==> config.mk <==
export PLATFORM = sky130hd
export DESIGN_NAME = wb_stream_writer_ctrl
export DESIGN_NICKNAME = d
export VERILOG_FILES = /design/src/rtl/wb_stream_pkg.sv /design/src/rtl/wb_stream_flush_timer.sv /design/src/rtl/wb_stream_writer_ctrl.sv
export SDC_FILE = /design/constraint.sdc
export NUM_CORES = 1
export LEC_CHECK = 0
export ABC_AREA = 1
export BUFFER_PORTS_ARGS = -buffer_cell sky130_fd_sc_hd__buf_4
export CORE_MARGIN = 2
export CORE_UTILIZATION = 45
export CTS_CLUSTER_DIAMETER = 60
export DETAILED_ROUTE_END_ITERATION = 10
export HOLD_SLACK_MARGIN = 0.1
export PLACE_DENSITY = 0.65
export SYNTH_ARGS = -nofsm -noshare
export SYNTH_HDL_FRONTEND = slang
export SYNTH_SLANG_ARGS = --single-unit
==> constraint.sdc <==
create_clock -name wb_clk_i -period 10.4 [get_ports wb_clk_i]
set_clock_uncertainty 0.15 [all_clocks]
set_input_delay 2.08 -clock wb_clk_i [delete_from_list [all_inputs] [get_ports wb_clk_i]]
set_output_delay 2.08 -clock wb_clk_i [all_outputs]
set_load 0.01 [all_outputs]
==> src/rtl/wb_stream_pkg.sv <==
// Shared constants, state encoding and helpers for the Wishbone stream writer.
package wb_stream_pkg;

    localparam logic [2:0] CTI_CLASSIC = 3'b000;
    localparam logic [2:0] CTI_INCR    = 3'b010;
    localparam logic [2:0] CTI_EOB     = 3'b111;
    localparam logic [1:0] BTE_LINEAR  = 2'b00;

    typedef enum logic [1:0] {
        IDLE,
        WAIT,
        BURST
    } state_t;

    function automatic int unsigned clog2(input int unsigned value);
        int unsigned result;
        result = 0;
        while ((64'd1 << result) < 64'(value)) result++;
        return result;
    endfunction

endpackage

==> src/rtl/wb_stream_flush_timer.sv <==
// Counts cycles spent waiting on a partial burst; expired flags a flush.
module wb_stream_flush_timer #(
    parameter int unsigned TIMEOUT_W = 16
) (
    input  logic                 clk,
    input  logic                 rst,
    input  logic                 clear,
    input  logic                 count_en,
    input  logic [TIMEOUT_W-1:0] timeout,
    output logic                 expired
);

    logic [TIMEOUT_W-1:0] cnt;

    // A zero timeout disables flushing altogether.
    assign expired = (timeout != '0) && (cnt == timeout);

    always_ff @(posedge clk) begin
        if (rst || clear) begin
            cnt <= '0;
        end else if (count_en && !expired) begin
            cnt <= cnt + TIMEOUT_W'(1);
        end
    end

endmodule

==> src/rtl/wb_stream_writer_ctrl.sv <==
// Wishbone B3 burst master draining a show-ahead FIFO into a memory ring buffer.
module wb_stream_writer_ctrl
    import wb_stream_pkg::*;
#(
    parameter int unsigned WB_AW         = 32,
    parameter int unsigned WB_DW         = 32,
    parameter int unsigned FIFO_AW       = 9,
    parameter int unsigned MAX_BURST_LEN = 256,
    parameter int unsigned TIMEOUT_W     = 16
) (
    input  logic                 wb_clk_i,
    input  logic                 wb_rst_i,
    output logic [WB_AW-1:0]     wbm_adr_o,
    output logic [WB_DW-1:0]     wbm_dat_o,
    output logic [WB_DW/8-1:0]   wbm_sel_o,
    output logic                 wbm_we_o,
    output logic                 wbm_cyc_o,
    output logic                 wbm_stb_o,
    output logic [2:0]           wbm_cti_o,
    output logic [1:0]           wbm_bte_o,
    input  logic [WB_DW-1:0]     wbm_dat_i,
    input  logic                 wbm_ack_i,
    input  logic                 wbm_err_i,
    input  logic [WB_DW-1:0]     fifo_d,
    output logic                 fifo_rd,
    input  logic [FIFO_AW:0]     fifo_cnt,
    input  logic                 enable,
    input  logic                 stop,
    input  logic                 circular,
    input  logic [WB_AW-1:0]     start_adr,
    input  logic [WB_AW-1:0]     buf_size,
    input  logic [WB_AW-1:0]     burst_size,
    input  logic [TIMEOUT_W-1:0] timeout,
    output logic                 busy,
    output logic                 done,
    output logic                 wrap,
    output logic                 err,
    output logic [WB_AW-1:0]     tx_cnt
);

    localparam int unsigned SEL_W  = WB_DW / 8;
    localparam int unsigned B      = clog2(SEL_W);
    localparam int unsigned BEAT_W = clog2(MAX_BURST_LEN) + 1;

    state_t               state;
    logic [WB_AW-1:0]     base, adr, words, bl_r;
    logic                 circ_r, stop_pend, cyc;
    logic [TIMEOUT_W-1:0] tmo_r;
    logic [BEAT_W-1:0]    beats, beat_cnt;
    logic [2:0]           cti;

    logic [WB_AW-1:0]     buf_words_in, bl_in, rem, len, fifo_ext, tx_next;
    logic [BEAT_W-1:0]    go_beats;
    logic                 fill_ok, tmr_en, expired, go, last_beat, ack_ok;
    logic                 unused_ok;

    assign unused_ok = ^wbm_dat_i;

    assign wbm_adr_o = adr;
    assign wbm_dat_o = fifo_d;
    assign wbm_sel_o = '1;
    assign wbm_we_o  = cyc;
    assign wbm_cyc_o = cyc;
    assign wbm_stb_o = cyc;
    assign wbm_cti_o = cti;
    assign wbm_bte_o = BTE_LINEAR;

    // Configuration decode and burst sizing.
    always_comb begin
        buf_words_in = buf_size >> B;
        bl_in        = burst_size;
        if (burst_size == '0) begin
            bl_in = WB_AW'(1);
        end else if (burst_size > WB_AW'(MAX_BURST_LEN)) begin
            bl_in = WB_AW'(MAX_BURST_LEN);
        end
        rem       = words - tx_cnt;
        len       = (bl_r < rem) ? bl_r : rem;
        fifo_ext  = WB_AW'(fifo_cnt);
        fill_ok   = fifo_ext >= len;
        tmr_en    = (state == WAIT) && (fifo_cnt != '0) && !fill_ok;
        go        = fill_ok || (expired && (fifo_cnt != '0));
        go_beats  = fill_ok ? BEAT_W'(len) : BEAT_W'(fifo_cnt);
        last_beat = beat_cnt == (beats - BEAT_W'(1));
        tx_next   = tx_cnt + WB_AW'(1);
        ack_ok    = (state == BURST) && cyc && wbm_ack_i && !wbm_err_i;
    end

    assign fifo_rd = ack_ok;

    wb_stream_flush_timer #(
        .TIMEOUT_W (TIMEOUT_W)
    ) u_flush_timer (
        .clk      (wb_clk_i),
        .rst      (wb_rst_i),
        .clear    (state != WAIT),
        .count_en (tmr_en),
        .timeout  (tmo_r),
        .expired  (expired)
    );

    always_ff @(posedge wb_clk_i) begin
        if (wb_rst_i) begin
            state     <= IDLE;
            base      <= '0;
            adr       <= '0;
            words     <= '0;
            bl_r      <= '0;
            circ_r    <= 1'b0;
            stop_pend <= 1'b0;
            cyc       <= 1'b0;
            tmo_r     <= '0;
            beats     <= '0;
            beat_cnt  <= '0;
            cti       <= CTI_CLASSIC;
            busy      <= 1'b0;
            done      <= 1'b0;
            wrap      <= 1'b0;
            err       <= 1'b0;
            tx_cnt    <= '0;
        end else begin
            done <= 1'b0;
            wrap <= 1'b0;
            case (state)
                IDLE: begin
                    if (enable && (buf_words_in != '0)) begin
                        base      <= start_adr;
                        adr       <= start_adr;
                        words     <= buf_words_in;
                        bl_r      <= bl_in;
                        circ_r    <= circular;
                        tmo_r     <= timeout;
                        tx_cnt    <= '0;
                        err       <= 1'b0;
                        busy      <= 1'b1;
                        stop_pend <= 1'b0;
                        state     <= WAIT;
                    end
                end
                WAIT: begin
                    if (stop) begin
                        busy  <= 1'b0;
                        done  <= 1'b1;
                        state <= IDLE;
                    end else if (go) begin
                        beats    <= go_beats;
                        beat_cnt <= '0;
                        cyc      <= 1'b1;
                        cti      <= (go_beats == BEAT_W'(1)) ? CTI_CLASSIC : CTI_INCR;
                        state    <= BURST;
                    end
                end
                BURST: begin
                    if (stop) stop_pend <= 1'b1;
                    if (cyc && wbm_err_i) begin
                        cyc   <= 1'b0;
                        cti   <= CTI_CLASSIC;
                        err   <= 1'b1;
                        busy  <= 1'b0;
                        state <= IDLE;
                    end else if (ack_ok) begin
                        tx_cnt   <= tx_next;
                        adr      <= adr + WB_AW'(SEL_W);
                        beat_cnt <= beat_cnt + BEAT_W'(1);
                        if (last_beat) begin
                            cyc       <= 1'b0;
                            cti       <= CTI_CLASSIC;
                            stop_pend <= 1'b0;
                            if ((tx_next == words) && !circ_r) begin
                                busy  <= 1'b0;
                                done  <= 1'b1;
                                state <= IDLE;
                            end else begin
                                // Ring end: restart at the base address.
                                if (tx_next == words) begin
                                    tx_cnt <= '0;
                                    adr    <= base;
                                    wrap   <= 1'b1;
                                end
                                if (stop || stop_pend) begin
                                    busy  <= 1'b0;
                                    done  <= 1'b1;
                                    state <= IDLE;
                                end else begin
                                    state <= WAIT;
                                end
                            end
                        end else if ((beat_cnt + BEAT_W'(2)) == beats) begin
                            cti <= CTI_EOB;
                        end
                    end
                end
                default: state <= IDLE;
            endcase
        end
    end

endmodule
# Word level (Yosys, flattened, before mapping)
# Cells that the tools add are included.
[word_totals]
reg_bits = 220
input_bits = 193
output_inout_bits = 113
word_cells = 159
[op_classes]
n_addsub = 7
n_lt_le_gt_ge = 3
n_eq_ne = 20
mux = 70
n_bitwise = 4
reduce_logical = 37
[op_table]
columns = ["cell", "count"]
rows = [
  ["32-bit two-way mux", 15],
  ["32-bit one-hot mux with 2 select lines", 2],
  ["9-bit two-way mux", 5],
  ["32-bit by 1-bit adder with 32-bit output, second input constant", 1],
  ["32-bit by 3-bit adder with 32-bit output, second input constant", 1],
  ["32-bit by 30-bit equality test with 1-bit output", 1],
  ["10-bit by 32-bit greater-or-equal comparator with 1-bit output", 1],
  ["32-bit by 9-bit greater-than comparator with 1-bit output, second input constant", 1],
  ["32-bit logical NOT", 1],
  ["32-bit < comparator", 1],
  ["32-bit nonzero test", 1],
  ["30-bit by 32-bit subtractor with 32-bit output", 1],
  ["1-bit two-way mux", 27],
  ["9-bit equality test", 2],
  ["3-bit two-way mux", 6],
  ["9-bit one-hot mux with 2 select lines", 1],
  ["16-bit by 1-bit adder with 16-bit output, second input constant", 1],
  ["16-bit equality test", 1],
  ["16-bit nonzero test", 1],
  ["5-bit AND reduction", 3],
  ["2-bit two-way mux", 7],
  ["2-bit != test, second input constant", 6],
  ["1-bit logical AND", 11],
  ["10-bit nonzero test", 1],
  ["26 further kinds", 43],
]

# Logic depth before layout (Yosys ltp)
# Gate-level depths: netlist of run 1.
[logic_depth]
depth_word = 10
mapped_depth = 42
depth_no_buf = 40

# Modules after synthesis
# Synthesis of run 1 repeated with hierarchy kept, for this count alone.
[hier_totals]
hier_cells = 2439
hier_area_um2 = 15417.3
[by_module_without_submodules]
columns = ["module", "instances", "cells_each", "area_each_um2", "seq_area_each_um2"]
rows = [
  ["wb_stream_writer_ctrl", 1, 2200, 14148.6, 4063.9],
  ["wb_stream_flush_timer", 1, 239, 1268.7, 320.3],
]

# Worst setup path before layout of run 1
# Ideal clock, no wire load.
[synth_timing]
path_kind = "reg-to-reg"
startpoint = "register tx_cnt[5]"
endpoint = "register u_flush_timer.cnt[12]"
setup_time_ps = 117
t_arrival_ps = 5001
required_ps = 10133
slack_ps = 5132
stages_incl_launch_ff = 39
path_buffers = 2
period_less_slack_ps = 5268
cell_sequence = "dfxtp_1 > inv_1 > ha_1 > nand2_1 > inv_1 > a21oi_1 > nand2_1 > nand2_1 > nand2_1 > nand3_1 > nand2_1 > nand2_1 > nand2_1 > ha_1 > nand2_1 > nor2_1 > nand2_1 > nor4_1 > (+3 left out) > clkbuf_1 > o21a_1 > inv_1 > ha_1 > a21oi_1 > o21ai_0 > a211oi_1 > nand2_1 > a31oi_1 > a21oi_2 > nand3_2 > nand2_1 > inv_2 > nand2_1 > nor2_1 > nand3_1 > o21ai_0 > nor2_1"
[synth_via]
elab_chain_len = 7
[synth_lines]
columns = ["item", "line_no", "rtl"]
rows = [
  ["start: declaration", "wb_stream_writer_ctrl.sv:38", "output logic [WB_AW-1:0] tx_cnt"],
  ["start signal: assignment", "wb_stream_writer_ctrl.sv:162", "tx_cnt <= tx_next;"],
  ["30-bit by 32-bit subtractor with 32-bit output (*)", "wb_stream_writer_ctrl.sv:77", "rem = words - tx_cnt;"],
  ["32-bit < comparator", "wb_stream_writer_ctrl.sv:78", "len = (bl_r < rem) ? bl_r : rem;"],
  ["32-bit two-way mux (*)", "wb_stream_writer_ctrl.sv:78", ""],
  ["10-bit by 32-bit greater-or-equal comparator with 1-bit output (*)", "wb_stream_writer_ctrl.sv:80", "fill_ok = fifo_ext >= len;"],
  ["1-bit logical NOT (*)", "wb_stream_writer_ctrl.sv:81", "tmr_en = (state == WAIT) && (fifo_cnt != '0) && !fill_ok;"],
  ["1-bit logical AND (*)", "wb_stream_writer_ctrl.sv:81", ""],
  ["1-bit logical AND (*)", "wb_stream_flush_timer.sv:21", "end else if (count_en && !expired) begin"],
  ["end signal: assignment", "wb_stream_flush_timer.sv:22", "cnt <= cnt + TIMEOUT_W'(1);"],
  ["end: declaration", "wb_stream_flush_timer.sv:13", "logic [TIMEOUT_W-1:0] cnt;"],
]
# Mark *: on every way between the ends. The rest lies on a longest branch, timed or not.
# A chain may end at the register's enable or synchronous reset.

# Worst setup path in the final report of run 1
[layout_timing]
startpoint = "input port buf_size[2]"
endpoint = "register tx_cnt[24]"
[layout_via]
elab_chain_len = 4
[layout_lines]
columns = ["item", "line_no", "rtl"]
rows = [
  ["start: declaration", "wb_stream_writer_ctrl.sv:31", "input logic [WB_AW-1:0] buf_size,"],
  ["32-bit nonzero test", "wb_stream_writer_ctrl.sv:126", "if (enable && (buf_words_in != '0)) begin"],
  ["1-bit logical AND", "wb_stream_writer_ctrl.sv:126", ""],
  ["2-bit != test (no line)", "--", ""],
  ["4-bit AND reduction (no line)", "--", ""],
]
# No other way between the ends.

==> summary.md, run 1 <==
| Metric | Value |
|---|---|
| Yosys cell types | 49 |
| Hold Crit Class | reg2reg |
| Root buffer cell | clkbuf_16 |
| Initial DRC count | 943 |
| Area Overhead vs Synth | 15.9% |
| Routed wire length | 46500 um |
| Period utilisation layout | 0.695 |
| CP startpoint | buf_size[2] |
| Final setup fails | 0 |
| Via count of the routed design | about 16000 |
| # resized after CTS | 0 |
| Cell repeated most along the worst path | buf_4 |
| Hold_buf cts | 0 |
| Mapped cell area | 0.0154 sq mm |
| Leakage | 8.22 nW |
| Critical path type | in2reg |
| Seq/Total Area, Yosys | 0.284 |
| Synth warn | 0 |
| Combinational power share | 0.376 |
| Post-synth top area cell | dfxtp_1 |
| Rel. slew slack | 0.347 |
| Die Y | 189 um |
| Switching power | 0.00128 W |
| First-pass iteration count of the detailed router | 6 |
| Final-report max-slew violation count | 0 |
| RSZ-0062 raised after global routing | no |
| Placer Congestion | 0.933 |
| Average size of a mapped cell | 6.41 sq um |
| Pwr per Cell Area | around 180 mW/mm^2 |
| Clk sinks | about 220 |
| Total negative slack | 0 ns |
| Post-synth top area share | 0.284 |
| Setup bufs post-CTS | 0 |
| Crit-path max FO | 75 |
| Initial Utilization | 0.459 |
| Sequential share of power | 0.315 |
| Post-synth EDFFs | 0 |
| Grt total ovfl | 0 |
| Placed insts | 2943 |
| CP Cell Sequence | buf_4 > nor4_1 > nand4_1 > o21ai_0 > nor2_2 > buf_4 > inv_4 > o21ai_0 > nand2_2 > buf_4 > inv_1 > buf_4 > nand2_2 > nand2_4 > a21oi_1 |
| Max clock buf depth | 3 |
| Yosys reg bits | roughly 220 |
| Worst skew pair latency | approximately 0.58 ns |
| Cell Rows | 67 |
| Crit path max-delay cell type | o21ai_0 |
| Num CTS Buffers | 29 |
| Async S/R FF share, synth | 0 |
| Peak VDD IR | 0.000145 V |
| Final Non-Filler Cells | 2997 |
| Most frequent cells in the layout | 540 x nand2_1, 304 x inv_1, 243 x nor2_1 |
| Synth Flop Type | dfxtp_1 |
| Outcome | finished, final reports clean |
| Core area | 0.0336 sq mm |
| Layout cell share with drive strength beyond 1 | 0.120 |
| R2R Path Start | tx_cnt[15]$_SDFFE_PP0P_ |
| Worst path max stage delay | approximately 0.76 ns |
| Dpl hpwl | 35300 um |
| Fmax | 138 MHz |
| Antenna viol nets, final | 0 |
| Int Power | 0.00196 W |
| DRC viols | 0 |
| Area contributors post-synth | dfxtp_1 28%, nand2_1 13%, inv_1 7.4% |
| Hold Vio Cnt, Final | 0 |
| Largest net degree at the start of global routing | 93 |
| Placement-stage cell area | 0.0169 sq mm |
| PortBufs | 201 |
| Reg clk slew, reported paths | 0.06 ns |
| Arr. time, crit path | approximately 7.6 ns |
| Chip Width | 189 um |
| Initial antenna violation count | 1 |
| Die ar. | 0.0358 sq mm |
| TritonCTS clock tree | yes |
| Post-route cell area | 0.0179 sq mm |
| Tot Pwr | 0.00324 W |
| Crit path capture type | flip-flop |
| Worst-Margin Slew | 0.978 ns |
| Drt via density | 5.22 |
| Power share of the clock group | 0.309 |
| Number of global-route vias before repair | 14700 |
| Worst setup SP type | input pin |
| Max Cap Viol | 0 |
| WP data required | 10.74 ns |
| Post-route minimum period | 7.22 ns |
| Crit path max-delay family | buffers and inverters |
| Commonest non-fill, non-tap cell in the layout | nand2_1 |
| Sw frac | 0.396 |
| Final Util | 0.532 |
| CP bufs+invs | 6 |
| Io pins | 306 |
| # nets final | roughly 2800 |
| Hold_sp | base[14]$_SDFFE_PP0P_ |
| DR WL/cell | 15.5 um |
| Tot GR Track Use | 0.253 |
| Mapped Cells | about 2400 |
| First-pass GRT wire length | 73700 um |
| Htree depth | 1 |
## power groups by stage
stage               clock [W]  combinational [W]  sequential, W
global placement            0            0.00119        0.00103
floorplan                   0           0.000875        0.00103
detailed placement          0            0.00121        0.00104
CTS                   0.00102            0.00122        0.00102
global route          0.00105            0.00139        0.00103
finish                0.00100            0.00122        0.00102
## Yosys cell counts, types with 5 or more instances
master / count
nor4_1: 28
a211oi_1: 11
o21ai_0: 181
xor2_1: 84
dfxtp_1: 219
nand3b_1: 21
nand2_1: 541
buf_2: 9
inv_1: 306
ha_1: 81
buf_4: 44
nand3_1: 137
clkbuf_1: 67
a21oi_1: 224
nand3_2: 5
nor2_1: 244
o21ai_1: 7
or2_2: 9
nor3_2: 5
nor3_1: 38
nand4_1: 54
xnor2_1: 27
inv_2: 11
## cell families (layout without fill, tap and decap cells)
group | Yosys count | count (layout) | synth area share
flip-flops | 219 | 219 | 0.284
XOR/XNOR | 112 | 112 | 0.0645
AO/OA/AOI/OAI | 445 | 445 | 0.150
AND/OR/NAND/NOR | 1105 | 1105 | 0.314
buffers and inverters | 442 | 579 | 0.120
other | 2 | 7 | 0.000487
adder cells (fa/ha/maj) | 82 | 82 | 0.0670
## metrics by stage
stage | worst slack, ns | hold WS [ns]
global placement | 2.83 | 0.284
floorplan | 5.13 | 0.275
global route | 2.88 | 0.322
finish | 3.18 | 0.301
detailed placement | 2.78 | 0.292
CTS | 3.35 | 0.303
## registers in the layout, indices dropped and copies added, names as in the netlist, 2 cells and up
name               cells
tmo_r                 16
base                  32
beats                  9
tx_cnt                32
bl_r                  32
wbm_cti_o              2
wbm_adr_o             32
beat_cnt               9
u_flush_timer.cnt     16
words                 30
state                  2
## area by class of cell
| class | count | area [sq um] |
|---|---|---|
| Fill cell | 3416 | 15700 |
| Antenna cell | 1 | 2.50 |
| Timing Repair Buffer | 208 | 1560 |
| Clock inverter | 13 | 120 |
| Tap cell | 448 | 561 |
| Sequential cell | 219 | 4380 |
| Inverter | 318 | 1200 |
| Clock buffer | 40 | 837 |
| Multi-Input combinational cell | 1750 | 9220 |
## routing by layer
layer	global-route usage	routed length (um)
met5	0	0
met4	0.0956	1750
met3	0.0308	2400
met2	0.446	22100
met1	0.314	20200
## worst register-to-register path: cells and delay by family (launching register included)
kind | cells | cell delay [ns]
buffers and inverters | 4 | 0.81
AOI/OAI and AO/OA | 9 | 1.43
and+or+nand+nor | 17 | 2.75
adders and majority gates | 3 | 0.97
DFF | 1 | 0.50
## final timing paths
kind / to / slack [ns] / depth (start not counted)
worst max-delay path: tx_cnt[24]$_SDFFE_PP0P_ / 3.18 / 15
worst min-delay path: base[14]$_SDFFE_PP0P_ / 0.30 / 2
worst max register to register: u_flush_timer.cnt[12]$_SDFFE_PP0P_ / 3.66 / 33
worst min register to register: base[14]$_SDFFE_PP0P_ / 0.30 / 2
(Power assumes the default switching activity.)
==> run 2: changes to the inputs <==
ABC_AREA = 0   (was 1)
PLACE_DENSITY = 0.68   (was 0.65)
clock period = 6.3 ns   (was 10.4 ns; I/O delays follow)
==> run 2 against run 1 <==
Compared with the run above:
- the flow now finishes with violations (setup timing)
- global-route usage grew 2.3 points
- sequential power grew 58%
- first-iteration DRC count grew 26%
- cell count shrank 8.6%
- critical endpoint is now beat_cnt[6]$_SDFFE_PP0P_
- setup slack lost 3.2 ns
- critical path type is now reg2reg
==> summary.md, run 2 <==
| Metric | Value |
|---|---|
| Seq/Total Area, Yosys | 0.294 (+0.00987) |
| Final-report max-slew violation count | 0 (unchanged) |
| Layout cell share with drive strength beyond 1 | 0.246 (+0.126) |
| Worst path max stage delay | 0.47 ns (-0.29 ns) |
| Max clock buf depth | 3 (unchanged) |
| Initial Utilization | 0.457 (-0.00185) |
| Antenna viol nets, final | 0 (unchanged) |
| Diode count | 0 (-1) |
| Hold Vio Cnt, Final | 0 (unchanged) |
| Via count of the routed design | 15400 (-1.7%) |
| Crit-path max FO | 5 (-93%) |
| Die ar. | 0.0346 sq mm (-3.3%) |
| Placed insts | 2677 (-9.0%) |
| Tot GR Track Use | 0.275 (+0.0229) |
| Arr. time, crit path | 6.64 ns (-0.93 ns) |
| Mapped Cells | 1963 (-18%) |
| Worst skew pair latency | 0.58 ns (about the same) |
| Crit path max-delay family | compound AO/OA/AOI/OAI gates |
| Drt via density | 5.61 (+7.5%) |
| Area contributors post-synth | dfxtp_1 29%, a21oi_1 7.1%, nand2_1 6.9% |
| PortBufs | 201 (unchanged) |
| Async S/R FF share, synth | 0 (unchanged) |
| Crit path max-delay cell type | or4_1 |
| Fmax | ~160 MHz |
| Yosys cell types | 87 (+78%) |
| Max Cap Viol | 0 (unchanged) |
| Yosys reg bits | 219 (unchanged) |
| Pwr per Cell Area | 278 mW/mm^2 (+54%) |
| Switching power | 0.00186 W (+45%) |
| Hold Crit Class | reg2reg |
| Io pins | 306 (unchanged) |
| Worst setup SP type | flip-flop |
| Most common cell in the synthesized netlist | nand2_1 |
| Worst-Margin Slew | 1.21 ns (+0.229 ns) |
| First-pass GRT wire length | 76300 um (+3.5%) |
| Mapped cell area | 0.0149 sq mm (-3.4%) |
| DR WL/cell | 17.8 um (+15%) |
| Sw frac | 0.347 (-0.0486) |
| Hold_ws | 0.299 ns (-0.00267 ns) |
| Most frequent cells in the layout | 420 x buf_4, 272 x nand2_1, 216 x dfxtp_1 |
| Grt total ovfl | 0 (unchanged) |
| Sequential share of power | 0.300 (-0.015) |
| Commonest non-fill, non-tap cell in the layout | buf_4 |
| Final setup fails | 1 (+1) |
| Final Worst Setup Slack | -0.00599 ns (-3.18 ns) |
| Post-synth EDFFs | 0 (unchanged) |
| Dpl hpwl | 36000 um (+1.8%) |
| RSZ-0062 raised after global routing | yes |
| Area Overhead vs Synth | 29.2% |
| Num CTS Buffers | 28 (-3.4%) |
| Chip Width | 186 um (-1.7%) |
| Reg clk slew, reported paths | 0.06 ns (about the same) |
| TritonCTS clock tree | yes |
| Initial antenna violation count | 0 (-1) |
| CP bufs+invs | 3 (-3) |
| Die Y | 186 um (-1.7%) |
| Average size of a mapped cell | 7.60 sq um (+19%) |
| DRC viols | 0 (unchanged) |
| Synth cell count leaders | 273 x nand2_1, 219 x dfxtp_1, 211 x a21oi_1 |
| First-pass iteration count of the detailed router | 5 (-1) |
| Largest net degree at the start of global routing | 101 (+8.6%) |
| Clk sinks | 219 (unchanged) |
| Post-synth top area cell | dfxtp_1 |
| Placer Congestion | 0.990 (+6.1%) |
| Critical path type | reg2reg |
| Core area | 0.0326 sq mm (-3.0%) |
| Post-route minimum period | 6.31 ns |
| Initial DRC count | 1185 (+26%) |
| Outcome | finished with violations |
| WP data required | 6.63 ns (-4.11 ns) |
| Rel. slew slack | 0.188 (-0.159) |
| Leakage | 8.22 nW (about the same) |
| Synth Flop Type | dfxtp_1 |
| Number of global-route vias before repair | 14400 (-1.9%) |
| Int Power | 0.00350 W (+79%) |
| Violated checks | setup timing |
| Root buffer cell | clkbuf_16 |
| Period utilisation layout | 1.00 |
| Routed wire length | 48700 um (+4.8%) |
| Combinational power share | 0.372 (-0.004) |
| Htree depth | 1 (unchanged) |
| Final Non-Filler Cells | 2740 (-8.6%) |
| Post-synth top area share | 0.294 (+0.00987) |
| Synth warn | 0 (unchanged) |
| Crit path capture type | flip-flop |
| Cell Rows | 66 (-1.5%) |
| Peak VDD IR | 0.000222 V (+53%) |
| Power share of the clock group | 0.328 (+0.019) |
| # nets final | 2552 (-8.9%) |
==> run 2: cell types whose count changed in the layout (fill, tap and decap cells not counted), moves of 21 or more <==
cell,change
nand3_1,-78
mux2i_1,+33
buf_4,+212
nand2_1,-268
xnor2_1,+63
or3_1,+24
inv_1,-237
nor2_1,-78
a21oi_1,-24
o21ai_0,-88
o31ai_1,+21
and3_1,+41
xor2_1,-28
==> run 2: per-stage QoR <==
stage / power (W) / cell area [sq um] / utilization / setup TNS, ns / worst slack (ns)
finish: 0.00535 / 19300 / 0.591 / -0.00599 / -0.00599
global route: 0.00564 / 19300 / 0.591 / -5.64 / -0.240
CTS: 0.00530 / 19000 / 0.584 / -0.00309 / -0.00309
detailed placement: 0.00349 / 17800 / 0.547 / -8.91 / -0.380
global placement: 0.00344 / 17800 / 0.547 / -4.46 / -0.237
floorplan: 0.00272 / 14900 / - / 0 / 0.0316
==> run 2: power by group through the flow <==
| stage | Sequential [W] | Combinational (W) | Clock [W] |
|---|---|---|---|
| after detailed placement | 0.00163 | 0.00186 | 0 |
| after global routing | 0.00162 | 0.00218 | 0.00183 |
| after global placement | 0.00163 | 0.00182 | 0 |
| after floorplan | 0.00162 | 0.00109 | 0 |
| final | 0.00161 | 0.00199 | 0.00175 |
| after CTS | 0.00160 | 0.00192 | 0.00177 |
==> run 2: cell families (layout without fill, tap and decap cells) <==
kind of cell             count (synthesis)  in the layout  synth area share
AO/OA/AOI/OAI                          494            494             0.204
XOR/XNOR                               150            150            0.0881
adder cells (fa/ha/maj)                 82             82            0.0693
buffers and inverters                  216            547            0.0710
flip-flops                             219            219             0.294
multiplexers                            38             38            0.0257
other                                    2              6          0.000504
AND/OR/NAND/NOR                        762            762             0.247
==> run 2: layout make-up <==
type	count	area [sq um]
Clock buffer	35	777
Clock inverter	16	245
Fill cell	3012	13400
Inverter	68	255
Multi-Input combinational cell	1532	9790
Sequential cell	219	4390
Tap cell	442	553
Timing Repair Buffer	428	3250
==> run 2: worst paths after layout <==
kind / start / end / slack (ns) / depth (start not counted)
worst min-delay path: base[6]$_SDFFE_PP0P_ / base[6]$_SDFFE_PP0P_ / 0.30 / 2
worst max-delay path: words[0]$_SDFFE_PP0P_ / beat_cnt[6]$_SDFFE_PP0P_ / -0.006 / 31
worst max register to register: words[0]$_SDFFE_PP0P_ / beat_cnt[6]$_SDFFE_PP0P_ / -0.006 / 31
worst min register to register: base[6]$_SDFFE_PP0P_ / base[6]$_SDFFE_PP0P_ / 0.30 / 2
==> run 2: tightest hold or removal path, cell delays in order (launching register included) <==
cell	delay [ns]
dfxtp_1	0.30
nand2_1	0.05
a21oi_1	0.05
==> run 2: layer usage <==
metal	share of wire	track usage
met1	0.42	0.354
met2	0.45	0.436
met3	0.086	0.0740
met4	0.040	0.113
met5	0	0
==> run 2: timing repair <==
| action | CTS | global route |
|---|---|---|
| hold buffers | 0 | 0 |
| buffers inserted | 6 | 5 |
| gates cloned | 1 | 0 |
| setup endpoints to repair | 39 | 39 |
| resized for setup | 38 | 37 |
| pin swaps | 35 | 32 |
==> run 3: changes to the inputs <==
PLACE_DENSITY = 0.7   (was 0.68)
==> run 3 against run 2 <==
Compared with the run above:
- the run still ends with setup timing left
- combinational power increased by 9%
- largest power group unchanged
- fmax decreased by 1.5%
- sequential share of layout area decreased by 0.39 points
- wire length increased by 2.7%
- critical endpoint is now beats[7]$_SDFFE_PP0P_
- clock power decreased by 8%
==> summary.md, run 3 (synthesis results as in run 2) <==
| Metric | Value |
|---|---|
| Peak VDD IR | 0.000187 V (-16%) |
| DR WL/cell | 18.1 um (+1.9%) |
| Root buffer cell | clkbuf_16 |
| Die Y | 186 um (unchanged) |
| Crit path capture type | flip-flop |
| RSZ-0062 raised after global routing | yes |
| Reg2reg end | beats[7]$_SDFFE_PP0P_ |
| Max Cap Viol | 0 (unchanged) |
| R2R cell count | 32 (+3.2%) |
| Clk sinks | 219 (unchanged) |
| Antenna viol nets, final | 0 (unchanged) |
| Routed wire length | 50000 um (+2.7%) |
| Initial antenna violation count | 0 (unchanged) |
| Worst path max stage delay | 0.38 ns (-0.09 ns) |
| Outcome | finished with violations |
| Via count of the routed design | 15600 (+1.7%) |
| Tot GR Track Use | 0.283 (+0.00719) |
| WHS Endpoint | base[5]$_SDFFE_PP0P_ |
| Worst-Margin Slew | 1.19 ns (-0.0166 ns) |
| First-pass iteration count of the detailed router | 5 (unchanged) |
| Placement-stage cell area | 0.0178 sq mm (-0.22%) |
| Number of global-route vias before repair | 15000 (+4.1%) |
| Max clock buf depth | 3 (unchanged) |
| Leakage | 8.33 nW (+1.3%) |
| Num CTS Buffers | 28 (unchanged) |
| Initial Utilization | 0.457 (unchanged) |
| Drt via density | 5.66 (+0.88%) |
| Initial DRC count | 1232 (+4.0%) |
| Htree depth | 1 (unchanged) |
| Fmax | 156 MHz (-1.5%) |
| Io pins | 306 (unchanged) |
| Final-report max-slew violation count | 0 (unchanged) |
| Violated checks | setup timing |
| PortBufs | 201 (unchanged) |
| Hold Vio Cnt, Final | 0 (unchanged) |
| TritonCTS clock tree | yes |
| Cell repeated most along the worst path | buf_6 |
| First-pass GRT wire length | 78600 um (+3.1%) |
| Post-route cell area | 0.0196 sq mm (+1.8%) |
| Cell Rows | 66 (unchanged) |
| Hold_sp | base[5]$_SDFFE_PP0P_ |
| Worst setup SP type | flip-flop |
| Worst skew pair latency | 0.56 ns (-0.02 ns) |
| Placer Congestion | 0.964 (-2.6%) |
| Total negative slack | -0.814 ns (-0.808 ns) |
| Final setup fails | 21 (+20) |
| R2R setup slack | -0.1 ns (-0.09 ns) |
| WHS Path Cells | 2 (unchanged) |
| Reg clk slew, reported paths | 0.06 ns (about the same) |
| Final Worst Setup Slack | -0.0995 ns (-0.0935 ns) |
| Dpl hpwl | 36200 um (+0.70%) |
| Chip Width | 186 um (unchanged) |
| Arr. time, crit path | 6.74 ns (+0.10 ns) |
| R2R Path Start | words[0]$_SDFFE_PP0P_ |
| Die ar. | 0.0346 sq mm (unchanged) |
| Post-route minimum period | 6.40 ns (+0.0935 ns) |
| Area Overhead vs Synth | 31.5% |
| Hold Crit Class | reg2reg |
| Commonest non-fill, non-tap cell in the layout | buf_4 |
| Pwr per Cell Area | 274 mW/mm^2 (-1.3%) |
| Layout cell share with drive strength beyond 1 | 0.266 (+0.0198) |
| # nets final | 2576 (+0.94%) |
| Critical path type | reg2reg |
| Diode count | 0 (unchanged) |
| Largest net degree at the start of global routing | 76 (-25%) |
| Rel. slew slack | 0.199 (+0.0112) |
| Most frequent cells in the layout | 436 x buf_4, 272 x nand2_1, 215 x dfxtp_1 |
| Period utilisation layout | 1.02 (+0.0148) |
| Crit-path max FO | 6 (+1) |
| DRC viols | 0 (unchanged) |
| Crit path max-delay cell type | fa_2 |
| Grt total ovfl | 0 (unchanged) |
| Core area | 0.0326 sq mm (unchanged) |
| WP data required | 6.64 ns (about the same) |
| Hold_ws | 0.298 ns (-0.000748 ns) |
==> run 3: cell count changes in the layout (fill, tap and decap cells not counted), moves of 3 or more <==
cell,delta
buf_4,+16
clkinv_2,-3
a21oi_1,-10
xnor2_1,+3
ha_4,+3
xnor2_2,-3
or3_1,-4
bufinv_16,-3
a21oi_2,+9
buf_6,+5
ha_1,-3
or3_4,+4
==> run 3: routing by layer <==
layer,global-route usage,vias up,part of all wire
met3,0.0589,140,0.079
met5,0,-,0
li1,-,7584,-
met4,0.115,0,0.042
met2,0.456,592,0.45
met1,0.367,7314,0.43
==> run 3: how the worst max path moves through the flow <==
| stage | slack (ns) | to | startpoint | cells past startpoint |
|---|---|---|---|---|
| after floorplan | 0.03 | u_flush_timer.cnt[13]$_SDFFE_PP0P_ | tx_cnt[9]$_SDFFE_PP0P_ | 32 |
| after global placement | -0.23 | beat_cnt[6]$_SDFFE_PP0P_ | words[0]$_SDFFE_PP0P_ | 32 |
| after detailed placement | -0.34 | beat_cnt[7]$_SDFFE_PP0P_ | words[0]$_SDFFE_PP0P_ | 33 |
| after CTS | -0.03 | beat_cnt[3]$_SDFFE_PP0P_ | words[0]$_SDFFE_PP0P_ | 31 |
| after global routing | -0.32 | beats[7]$_SDFFE_PP0P_ | words[0]$_SDFFE_PP0P_ | 32 |
| final | -0.1 | beats[7]$_SDFFE_PP0P_ | words[0]$_SDFFE_PP0P_ | 32 |
==> run 3: what timing repair did <==
| action | 4_1_cts | 5_1_grt |
|---|---|---|
| cloned | 1 | 1 |
| pin swaps | 39 | 42 |
| setup buffers | 36 | 9 |
| setup endpoints to repair | 39 | 39 |
| resized for setup | 50 | 72 |
| endpoints found under the hold margin | 0 | 0 |
| hold buffers | 0 | 0 |
==> run 3: power breakdown <==
group          switching [W]  internal, W
sequential          0.000115      0.00149
clock               0.000643     0.000968
combinational        0.00115      0.00101
==> run 3: area by class of cell <==
cell class | count | area (sq um)
inverter | 68 | 255
timing repair buffer | 452 | 3500
sequential | 219 | 4390
clock inverter | 10 | 138
fill | 2903 | 13000
tap | 442 | 553
multi-input combinational | 1532 | 9980
clock buffer | 38 | 798
==> run 3: per-stage QoR <==
step                      instances  worst slack (ns)  utilization  total power [W]
after detailed placement       2670            -0.336        0.545          0.00346
after CTS                      2754           -0.0250        0.589          0.00525
after global routing           2761            -0.321        0.601          0.00567
after global placement         2670            -0.232        0.545          0.00342
final                          2761           -0.0995        0.601          0.00538
after floorplan                1967            0.0316            -          0.00272
==> run 3: worst max-delay path, delay by kind of cell, from the launching register on <==
family | cells | cell delay, ns
buffers and inverters | 5 | 0.62
and+or+nand+nor | 6 | 0.86
adders and majority gates | 4 | 1.17
xor gates and xnor gates | 1 | 0.14
DFF | 1 | 0.33
AOI/OAI and AO/OA | 15 | 2.82
muxes | 1 | 0.19
